`src/rtl/jt51_exp_pipe.sv`:
```
// Pipelined log-to-linear converter: registered exp ROM lookup, then shift by
// the integer attenuation, then sign application.
module jt51_exp_pipe #(
  parameter int FRAC_W = 8,
  parameter int INT_W  = 5,
  parameter int MANT_W = 11,
  parameter int CH_W   = 5
) (
  input  logic                      clk,
  input  logic                      rst,
  input  logic                      cen,
  input  logic                      in_valid,
  input  logic [CH_W-1:0]           in_ch,
  input  logic [INT_W+FRAC_W-1:0]   atten,
  input  logic                      sign,
  output logic                      out_valid,
  output logic [CH_W-1:0]           out_ch,
  output logic signed [MANT_W+1:0]  lin
);

  localparam int DEPTH = 2 ** FRAC_W;

  // round(2^MANT_W * 2^(-i/DEPTH)), half rounded up; evaluated at elaboration
  function automatic logic [MANT_W:0] rom_entry(input int i);
    real x;
    x = (2.0 ** MANT_W) * (2.0 ** (-real'(i) / real'(DEPTH)));
    return (MANT_W+1)'($rtoi(x + 0.5));
  endfunction

  // Largest magnitude is 2^MANT_W, so one extra bit always holds the negation
  function automatic logic signed [MANT_W+1:0] apply_sign(input logic [MANT_W:0] m,
                                                          input logic s);
    logic signed [MANT_W+1:0] mag;
    mag = signed'({1'b0, m});
    return s ? -mag : mag;
  endfunction

  function automatic logic [MANT_W:0] shift_mag(input logic [MANT_W:0] t,
                                                input logic [INT_W-1:0] sh);
    if (int'(sh) >= MANT_W + 1) return '0;
    return t >> sh;
  endfunction

  logic [MANT_W:0] rom [DEPTH];

  for (genvar g = 0; g < DEPTH; g++) begin : g_rom
    localparam logic [MANT_W:0] ENTRY = rom_entry(g);
    assign rom[g] = ENTRY;
  end

  logic [FRAC_W-1:0] frac;
  logic [INT_W-1:0]  ishift;

  assign frac   = atten[FRAC_W-1:0];
  assign ishift = atten[INT_W+FRAC_W-1:FRAC_W];

  logic [MANT_W:0]  t_p1;
  logic [INT_W-1:0] int_p1;
  logic             sign_p1;
  logic             vld_p1;
  logic [CH_W-1:0]  ch_p1;

  logic [MANT_W:0]  m_p2;
  logic             sign_p2;
  logic             vld_p2;
  logic [CH_W-1:0]  ch_p2;

  // Stage 1: ROM read; stage 2: shift; data path carries no reset
  always_ff @(posedge clk) begin
    if (cen) begin
      t_p1    <= rom[frac];
      int_p1  <= ishift;
      sign_p1 <= sign;
      m_p2    <= shift_mag(t_p1, int_p1);
      sign_p2 <= sign_p1;
    end
  end

  // Stage 3: signed output; reset flushes every valid bit and clears the outputs
  always_ff @(posedge clk) begin
    if (rst) begin
      vld_p1    <= 1'b0;
      ch_p1     <= '0;
      vld_p2    <= 1'b0;
      ch_p2     <= '0;
      out_valid <= 1'b0;
      out_ch    <= '0;
      lin       <= '0;
    end else if (cen) begin
      vld_p1    <= in_valid;
      ch_p1     <= in_ch;
      vld_p2    <= vld_p1;
      ch_p2     <= ch_p1;
      out_valid <= vld_p2;
      out_ch    <= ch_p2;
      lin       <= vld_p2 ? apply_sign(m_p2, sign_p2) : '0;
    end
  end

endmodule

```
`config.mk`:
```
export PLATFORM = sky130hd
export DESIGN_NAME = jt51_exp_pipe
export DESIGN_NICKNAME = d
export VERILOG_FILES = /design/src/rtl/jt51_exp_pipe.sv
export SDC_FILE = /design/constraint.sdc
export NUM_CORES = 1
export LEC_CHECK = 0
export ABC_AREA = 1
export BUFFER_PORTS_ARGS = -buffer_cell sky130_fd_sc_hd__buf_2
export CELL_PAD_IN_SITES_DETAIL_PLACEMENT = 0
export CELL_PAD_IN_SITES_GLOBAL_PLACEMENT = 1
export CORE_MARGIN = 3
export CORE_UTILIZATION = 40
export CTS_CLUSTER_SIZE = 12
export DETAILED_ROUTE_END_ITERATION = 10
export PLACE_DENSITY = 0.73
export RECOVER_POWER = 100
export SYNTH_ARGS = -nofsm -noshare
export SYNTH_HDL_FRONTEND = slang
export SYNTH_SLANG_ARGS = --single-unit
```
`constraint.sdc`:
```
create_clock -name clk -period 4.6 [get_ports clk]
set_input_delay 0.92 -clock clk [delete_from_list [all_inputs] [get_ports clk]]
set_output_delay 0.92 -clock clk [all_outputs]
set_load 0.01 [all_outputs]
```
==> flow_metrics.env <==
export IMPL_status="complete, but fails checks"
export IMPL_violations="capacitance limit, slew limit"
export IMPL_p_per_area_nw_per_um2=312.1
export IMPL_ir_worst_vdd_mv=0.2120
export IMPL_area_growth_synth_to_final_pct=9.678
export IMPL_start_kind="input pin"
export IMPL_hp_class="reg -> reg"
export IMPL_cts_resized=0
export IMPL_ctsHoldBuffers=0
export IMPL_overflow=0
export IMPL_hold_viol_final=0
export IMPL_fillers=1290
export IMPL_grt_pass1_vias=4987
export IMPL_dr_pass1_iters=5
export IMPL_drc=0
export IMPL_crit_required_ns=4.68
export IMPL_critical_path_class="in -> reg"
export IMPL_yosysWarnings=0
export IMPL_fmax_mhz=323.1
export IMPL_clock_sinks=62
export IMPL_final_util_pct=45.89
export IMPL_synth_fp_nets=847
export IMPL_h_tree_depth=3
export IMPL_crit_top_cell="nand2_1"
export IMPL_worst_clock_skew_ns=0.008663
export IMPL_clk_pin_slew_ns=0.05
export IMPL_fin_crit_sh_pct=67.28
export IMPL_syn_inst=809
export IMPL_end_kind="flip-flop"
export IMPL_synth_seq_area_share_pct=31.66
export IMPL_dieArea_um2=13610
export IMPL_dieHeight_um=116.7
export IMPL_place_hpwl_um=11880
export IMPL_drv_cap=1
export IMPL_wl_per_cell_um=16.88
export IMPL_viasPerCell=5.552
export IMPL_core_um2=11710
export IMPL_synthDistinctLibCells=34
export IMPL_rrSetupSlack_ns=2.63
export IMPL_antenna_cells=0
export IMPL_grt_pass1_wl_um=25990
export IMPL_vias=5413
export IMPL_setup_violations_final=0
export IMPL_dieWidth_um=116.7
export IMPL_io_buffers=41
export IMPL_avgSynthCellArea_um2=6.056
export IMPL_wirelength_um=16460
export IMPL_start_util_pct=41.84
export IMPL_tightestPinTransition_ns=1.716
export IMPL_critical_path_max_stage_delay_ns=0.72
export IMPL_grt_total_usage_pct=24.70
export IMPL_cpMaxStageDelayCell="inv_1"
export IMPL_cts_max_path_buffers=2
export IMPL_path_max_fanout=28
export IMPL_io_pins=42
export IMPL_drt_iter0_markers=639
export IMPL_postRouteAntennaNets=0
export IMPL_fp_row_count=39
export IMPL_clockRootBuffer="clkbuf_16"
export IMPL_p_leak_nw=2.528
export IMPL_nets=865
export IMPL_slew_viol_final=31
export IMPL_cp_arrival_ns=3.17
export IMPL_rr_startpoint="int_p1[0]"
export IMPL_post_cts_buffers=0
export IMPL_synth_seq_cells=62
export IMPL_syn_area_um2=4900
export IMPL_grt_max_degree=34
export IMPL_crit_chain="buf_2 > inv_1 > nand2_1 > nand3_1 > nand2_1 > o21ai_0 > nand3_1 > nor2_1 > nand2_1"
export IMPL_place_gp_congestion=0.9606
export IMPL_relSlewSlack_pct=-14.39
export IMPL_worstHoldStart="sign_p1"
export IMPL_antenna_found_initial=0
export IMPL_layout_drive_gt1_share_pct=5.409
export IMPL_cts_buffers=9
export IMPL_fin_setup_tns_ns=0
export IMPL_rsz0062_at_grt="no"
export IMPL_insertion_delay_ns=0.34
export IMPL_period_needed_ns=3.095
export IMPL_crit_path_start="atten[2]"
export IMPL_cts_tree="yes"
[flip-flops by register name, summed over array words and instances (netlist names)]
signal / cells
vld_p1: 1
vld_p2: 1
sign_p2: 1
ch_p1: 5
out_ch: 5
ch_p2: 5
sign_p1: 1
m_p2: 12
lin: 13
t_p1: 12
int_p1: 5
out_valid: 1
[cell usage after synthesis]
master / count / share of area (%)
nand2_1: 338 / 26
nand3_1: 87 / 8.9
nor2_1: 64 / 4.9
inv_1: 60 / 4.6
a21oi_1: 55 / 5.6
o21ai_0: 47 / 4.8
dfxtp_1: 31 / 13
edfxtp_1: 31 / 19
ha_1: 15 / 3.8
buf_2: 13 / 1.3
clkbuf_1: 13 / 1.0
nand4_1: 8 / 1.0
buf_4: 7 / 1.1
o211ai_1: 7 / 1.1
a31oi_1: 4 / 0.51
nor3_1: 4 / 0.41
a21boi_0: 2 / 0.31
buf_6: 2 / 0.46
inv_2: 2 / 0.15
nand3b_1: 2 / 0.31
nor2_2: 2 / 0.26
o21ai_1: 2 / 0.20
or2_2: 2 / 0.26
a22oi_1: 1 / 0.15
and2_1: 1 / 0.13
buf_1: 1 / 0.077
clkbuf_2: 1 / 0.10
clkinv_1: 1 / 0.077
mux2i_1: 1 / 0.20
nand2_2: 1 / 0.13
o21bai_1: 1 / 0.15
o22ai_1: 1 / 0.13
o311ai_0: 1 / 0.18
or2_0: 1 / 0.13
[routing by layer]
| metal | vias up | global-route usage (%) | wire (um) |
|---|---|---|---|
| met5 | - | 0 | 0 |
| met4 | 0 | 9.633 | 495 |
| met3 | 37 | 5.803 | 1187 |
| met2 | 224 | 39.66 | 7553 |
| met1 | 2479 | 32.18 | 7222 |
| li1 | 2673 | - | - |
[kinds of logic (layout without fill, tap and decap cells)]
family                     Yosys count  count (layout)  share of synthesized area (%)
muxes                                1               1                         0.2043
DFF                                 62              62                          31.67
and+or+nand+nor                    510             510                          42.31
AOI/OAI and AO/OA                  121             121                          13.13
buffers and inverters              100             123                          8.861
adders and majority gates           15              15                          3.830
[critical path: cells and delay by family]
kind	cells	cell delay, ns
simple gates	6	1.09
compound gates	1	0.16
buf+inv	2	0.99
[through the flow]
step                      area, um2  hold WS (ns)  power (mW)  std cells  worst slack, ns
after global placement         5109        0.4101       1.009        959            1.435
after detailed placement       5109        0.4056       1.003        959            1.447
after global routing           5374        0.4438       1.768        975            1.355
after CTS                      5403        0.4181       1.688        975            1.770
after floorplan                4900        0.4003      0.9005        809            2.238
final                          5374        0.4169       1.677        975            1.505
[area by class of cell]
type | count | area [um2] | share of cell area [%]
multi-input cells | 647 | 2914 | 54.23
flip-flops and latches | 62 | 1551 | 28.87
inverters | 63 | 236.5 | 4.400
clock buffers | 10 | 232.7 | 4.331
repair buffers | 44 | 198.9 | 3.702
well taps | 143 | 178.9 | 3.329
clock inverters | 6 | 61.31 | 1.141
[worst paths after layout]
check                               end  cells after the start
worst max-delay path            t_p1[2]                      9
worst min-delay path            sign_p2                      0
worst max register to register  m_p2[1]                      7
worst min register to register  sign_p2                      0
[cells in the final DEF, fill, tap and decap left out, drive strengths merged, types with 2 or more instances in the layout]
cell type and count:
a31oi 4, edfxtp 31, a21boi 2, clkbuf 31, nand3b 2, buf 23, nor3 4, clkinv 4
o211ai 7, nand2 339, nor2 66, nand3 87, or2 3, nand4 8, ha 15, o21ai 49
dfxtp 31, a21oi 55, inv 63
[report_power, final]
part           internal, mW  leakage (nW)  switching, mW  total (mW)
combinational         0.104          1.82          0.254       0.358
clock                 0.424         0.146          0.251       0.675
sequential            0.618         0.563         0.0264       0.644
total                  1.15          2.53          0.532        1.68
(Power assumes the default switching activity.)
